**config.mk**
```make
export PLATFORM = sky130hd
export DESIGN_NAME = tube_dma_ctrl
export DESIGN_NICKNAME = d
export VERILOG_FILES = /design/src/rtl/tube_dma_pkg.sv /design/src/rtl/tube_sync.sv /design/src/rtl/tube_dma_ctrl.sv
export SDC_FILE = /design/constraint.sdc
export NUM_CORES = 1
export LEC_CHECK = 0
export BUFFER_PORTS_ARGS = -buffer_cell sky130_fd_sc_hd__buf_2
export CORE_MARGIN = 2
export CORE_UTILIZATION = 35
export CTS_CLUSTER_DIAMETER = 100
export CTS_CLUSTER_SIZE = 14
export DETAILED_ROUTE_END_ITERATION = 8
export PLACE_DENSITY_LB_ADDON = 0.3
export SYNTH_ARGS = -nofsm -noshare
export SYNTH_HDL_FRONTEND = slang
export SYNTH_SLANG_ARGS = --single-unit
```
**constraint.sdc**
```tcl
create_clock -name p_phi2 -period 2.75 [get_ports p_phi2]
set_input_delay 0.4125 -clock p_phi2 [delete_from_list [all_inputs] [get_ports p_phi2]]
set_output_delay 0.4125 -clock p_phi2 [all_outputs]
set_load 0.02 [all_outputs]
```
**src/rtl/tube_dma_pkg.sv**
```systemverilog
// Shared types and constants for the Tube register-3 fly-by DMA controller.
package tube_dma_pkg;

  typedef enum logic [2:0] {
    ST_IDLE,
    ST_WAIT_DRQ,
    ST_REQ,
    ST_XFER,
    ST_HOLD
  } dma_state_t;

  localparam logic DIR_TUBE_TO_MEM = 1'b0;
  localparam logic DIR_MEM_TO_TUBE = 1'b1;

  localparam int unsigned DEF_SYNC_STAGES = 2;
  localparam int unsigned DEF_HOLD_CYCLES = 2;

endpackage

```
**src/rtl/tube_sync.sv**
```systemverilog
// N-flop level synchroniser with asynchronous clear.
module tube_sync #(
  parameter int unsigned STAGES = 2
) (
  input  logic p_phi2,
  input  logic p_rst_b,
  input  logic d,
  output logic q
);

  logic [STAGES-1:0] sync_q;

  // Shift the asynchronous input through the flop chain.
  always_ff @(posedge p_phi2 or negedge p_rst_b) begin
    if (!p_rst_b) begin
      sync_q <= '0;
    end else begin
      sync_q <= {sync_q[STAGES-2:0], d};
    end
  end

  assign q = sync_q[STAGES-1];

endmodule

```
**src/rtl/tube_dma_ctrl.sv**
```systemverilog
// Parasite-side fly-by DMA controller for the Tube register-3 handshake.
// Drives dack_b, address and p_rdnw for one cycle per byte; never touches data.
module tube_dma_ctrl
  import tube_dma_pkg::*;
#(
  parameter int unsigned SYNC_STAGES = DEF_SYNC_STAGES,
  parameter int unsigned HOLD_CYCLES = DEF_HOLD_CYCLES
) (
  input  logic        p_phi2,
  input  logic        p_rst_b,
  input  logic        drq,
  input  logic        cfg_start,
  input  logic        cfg_dir,
  input  logic [15:0] cfg_addr,
  input  logic [15:0] cfg_len,
  input  logic        abort,
  input  logic        bus_gnt,
  output logic        bus_req,
  output logic        dack_b,
  output logic [15:0] dma_addr,
  output logic        dma_rdnw,
  output logic        dma_oe,
  output logic        busy,
  output logic        done,
  output logic        aborted,
  output logic [15:0] remaining
);

  localparam int unsigned HOLD_W = (HOLD_CYCLES > 2) ? $clog2(HOLD_CYCLES) : 1;

  dma_state_t        state;
  logic [15:0]       addr_q;
  logic [HOLD_W-1:0] hold_cnt;
  logic              drq_s;

  tube_sync #(
    .STAGES (SYNC_STAGES)
  ) u_drq_sync (
    .p_phi2  (p_phi2),
    .p_rst_b (p_rst_b),
    .d       (drq),
    .q       (drq_s)
  );

  // Transfer sequencer: every output is registered and changes only with state.
  always_ff @(posedge p_phi2 or negedge p_rst_b) begin
    if (!p_rst_b) begin
      state     <= ST_IDLE;
      addr_q    <= '0;
      hold_cnt  <= '0;
      bus_req   <= 1'b0;
      dack_b    <= 1'b1;
      dma_oe    <= 1'b0;
      dma_addr  <= '0;
      dma_rdnw  <= DIR_MEM_TO_TUBE;
      busy      <= 1'b0;
      done      <= 1'b0;
      aborted   <= 1'b0;
      remaining <= '0;
    end else if (abort && (state != ST_IDLE)) begin
      // Abort wins over every other transition; remaining is left as-is.
      state   <= ST_IDLE;
      bus_req <= 1'b0;
      dack_b  <= 1'b1;
      dma_oe  <= 1'b0;
      busy    <= 1'b0;
      aborted <= 1'b1;
    end else begin
      case (state)
        ST_IDLE: begin
          if (cfg_start) begin
            addr_q    <= cfg_addr;
            dma_rdnw  <= cfg_dir;
            remaining <= cfg_len;
            aborted   <= 1'b0;
            if (cfg_len == '0) begin
              done <= 1'b1;
            end else begin
              done  <= 1'b0;
              busy  <= 1'b1;
              state <= ST_WAIT_DRQ;
            end
          end
        end
        ST_WAIT_DRQ: begin
          if (drq_s) begin
            bus_req <= 1'b1;
            state   <= ST_REQ;
          end
        end
        ST_REQ: begin
          if (bus_gnt) begin
            dack_b   <= 1'b0;
            dma_oe   <= 1'b1;
            dma_addr <= addr_q;
            state    <= ST_XFER;
          end
        end
        ST_XFER: begin
          dack_b    <= 1'b1;
          dma_oe    <= 1'b0;
          addr_q    <= addr_q + 16'd1;
          remaining <= remaining - 16'd1;
          hold_cnt  <= HOLD_W'(HOLD_CYCLES - 1);
          state     <= ST_HOLD;
        end
        ST_HOLD: begin
          if (hold_cnt != '0) begin
            hold_cnt <= hold_cnt - HOLD_W'(1);
          end else if (remaining == '0) begin
            bus_req <= 1'b0;
            busy    <= 1'b0;
            done    <= 1'b1;
            state   <= ST_IDLE;
          end else if (drq_s) begin
            state <= ST_REQ;
          end else begin
            bus_req <= 1'b0;
            state   <= ST_WAIT_DRQ;
          end
        end
        default: state <= ST_IDLE;
      endcase
    end
  end

endmodule

```
==> flow_summary_export.csv <==
group,metric,value,unit
power_and_ir_drop,internal_power,2.62,mW
power_and_ir_drop,swShare,43.2,%
floorplan,die_h,101,um
critical_path,path_max_fanout,6,
power_and_ir_drop,power.total,4.62,mW
layout,multi_input_area,1640,um^2
detailed_routing,drtAntennaViolNets,0,
power_and_ir_drop,power_leakage,1.72,nW
synthesis,avgSynthCellArea,9.08,um^2
synthesis,synth_most_common_cell,"dfrtp_1",
power_and_ir_drop,power.density,1150,nW/um^2
synthesis,synthDistinctLibCells,48,
synthesis,ys_seq_elements,61,
power_and_ir_drop,p_clk_share,17.7,%
layout,n_fill_cell,908,
clock_network,clk_pin_slew,0.07,ns
detailed_routing,wl,8590,um
synthesis,synth_area_leader_cell,"dfrtp_1",
synthesis,synthesis.area,3270,um^2
synthesis,async_reset_ff_share,100,%
synthesis,ys.warnings.count,0,
sta,whs,0.00140,ns
layout,fin_nets,476,
placement,gp_congestion,0.807,
synthesis,synth_top_cell_area_share,45.2,%
sta,worst_pin_slew,0.604,ns
floorplan,core_region_area,9150,um^2
layout,final_layout_size_suffix_gt1_share,30.1,%
floorplan,die_x,101,um
detailed_routing,remaining_drc_errors,0,
critical_path,path_class,"reg2reg",
power_and_ir_drop,switchingPower,2.00,mW
floorplan,start_util,35.7,%
clock_network,clk_latency,0.35,ns
grt,overflow,0,
layout,seq_area,1530,um^2
clock_network,cts_tree,"done",
critical_path,arrival,2.85,ns
sta,slew_viol_final,0,
detailed_routing,viasPerCell,5.53,
floorplan,io_pins,78,
grt,grt_pass1_vias,2907,
critical_path,crit_path_start_kind,"register",
detailed_routing,wl_per_cell,15.6,um
synthesis,synthTopCellsByArea,"dfrtp_1 (45%), a21oi_1 (7.5%), mux2_2 (5.9%), o21ai_0 (4.7%), nand2_1 (4.1%)",
critical_path,crit_required,3.04,ns
layout,diodes,0,
placement,portBuffers,77,
sta,finalSetupViolCount,0,
clock_network,cts_buffers,9,
grt,grt_pass1_wl,14300,um
synthesis,ys.flop_type,"dfrtp_1",
sta,finalClockSkew,0.00703,ns
critical_path,endpoint_kind,"register",
clock_network,clockBufferDepth,2,
placement,dpl.hpwl,6190,um
run_status,status,"finished clean",
sta,min_period,2.56,ns
synthesis,synth-edff-count,0,
layout,finalCoreUtilization,43.9,%
synthesis,synthesis.nets,401,
sta,hold_viol,0,
worst_hold_path,hold_path.class,"in2async",
sta,clock.fmax,0.390,GHz
sta,rsz0062_at_grt,"false",
detailed_routing,drt-pass1-iter-count,4,
grt,antenna_found_initial,0,
clock_network,holdBufCountCts,0,
detailed_routing,drtIter0Drc,173,
floorplan,dieArea,10100,um^2
detailed_routing,dr_total_vias,3043,
sta,final.setup.tns,0,ns
sta,relSlewSlack,59.4,%
clock_network,cts_resized,0,
clock_network,htreeDepth,3,
clock_network,cts.sinks,61,
synthesis,synthTopCellsByCount,"dfrtp_1 (59), a21oi_1 (49), nand2_1 (36)",
run,max_cap_violations,0,
power_and_ir_drop,power_frac_comb,44.0,%
layout,areaGrowthSynthToFinish,22.9,%
power_and_ir_drop,sequentialPowerShare,38.2,%
synthesis,syn_inst,360,
sta,timing.final.crit_share,93.2,%
power_and_ir_drop,peakVddDrop,548,uV
grt,grtUsageTotal,17.9,%
floorplan,rows,35,
grt,grt_max_degree,32,
clock_network,post-cts-setup-buffers,0,
clock_network,clock-root-buffer,"clkbuf_8",
synthesis,ys_seq_area_share,46.8,%
## stage by stage
stage	cells	worst slack (ns)	instance area, um^2
finish	550	0.187	4020
global route	550	0.0605	4020
CTS	550	0.185	4020
detailed placement	535	0.197	3820
global placement	535	0.266	3820
floorplan	360	0.209	3270
## cells by family after synthesis
logic type      count (synthesis)  synth area share, %
compound gates                126                 23.3
xor+xnor                        1                0.268
fa+ha+maj                       2                0.766
buf+inv                        29                 3.37
flops                          61                 46.8
mux                            18                 6.16
simple gates                  123                 19.3
## critical path, stage by stage, from the launching register on
cell	delay [ns]
dfrtp_1	0.43
inv_1	0.08
ha_1	0.19
or4b_4	0.51
or3_1	0.45
buf_4	0.18
or4_1	0.39
a21oi_1	0.14
o22a_1	0.14
## cells in the final DEF, fill, tap and decap left out, drive strengths merged, types with 4 or more instances in the layout
cell	netlist	routed
o31ai	5	5
nand4	6	6
nor3	6	6
nor4	9	9
buf	2	88
o21ai	31	31
o22ai	11	11
nor2	26	26
inv	5	5
mux2	17	17
a21oi	49	49
a2bb2oi	8	8
nand3	7	7
nor3b	5	5
nand2b	4	4
dfrtp	59	59
nand2	36	36
clkbuf	22	11
## power by group through the flow
| stage | Combinational [mW] | Sequential [mW] | Clock, mW |
|---|---|---|---|
| after detailed placement | 2.04 | 1.78 | 0 |
| final | 2.04 | 1.77 | 0.820 |
| after CTS | 2.05 | 1.77 | 0.843 |
| after floorplan | 1.13 | 1.99 | 0 |
| after global routing | 2.26 | 1.85 | 0.882 |
| after global placement | 2.02 | 1.76 | 0 |
## state kept, by name, summed over array words and instances, names as in the netlist, 2 cells and up
register,flops
state,3
addr_q,16
u_drq_sync.sync_q,2
dma_addr,16
remaining,16
## area by class of cell
class	count	share of cell area, %
Timing Repair Buffer	88	12.3
Clock inverter	4	1.18
Clock buffer	11	3.77
Multi-Input combinational cell	270	40.8
Tap cell	111	3.46
Sequential cell	61	38.1
Inverter	5	0.467
## routing by layer
layer	wire [um]	GRT usage, %	share of wire, %	up-vias
met5	0	0	0	-
met3	579	5.41	6.7	17
met1	4020	24.5	47	1447
li1	-	-	-	1489
met4	189	7.17	2.2	0
met2	3790	26.4	44	90
## final timing paths
kind / start / end / slack, ns / cells past startpoint
worst max register to register: remaining[0] / remaining[14] / 0.19 / 8
min in group p_phi2: drq / u_drq_sync.sync_q[0] / 0.20 / 1
worst min register to register: u_drq_sync.sync_q[0] / u_drq_sync.sync_q[1] / 0.37 / 0
worst max-delay path: remaining[0] / remaining[14] / 0.19 / 8
max in group asynchronous: p_rst_b / addr_q[8] / 2.12 / 2
worst min-delay path: p_rst_b / remaining[7] / 0.001 / 1
No activity file was read; power rests on OpenSTA's default activity.
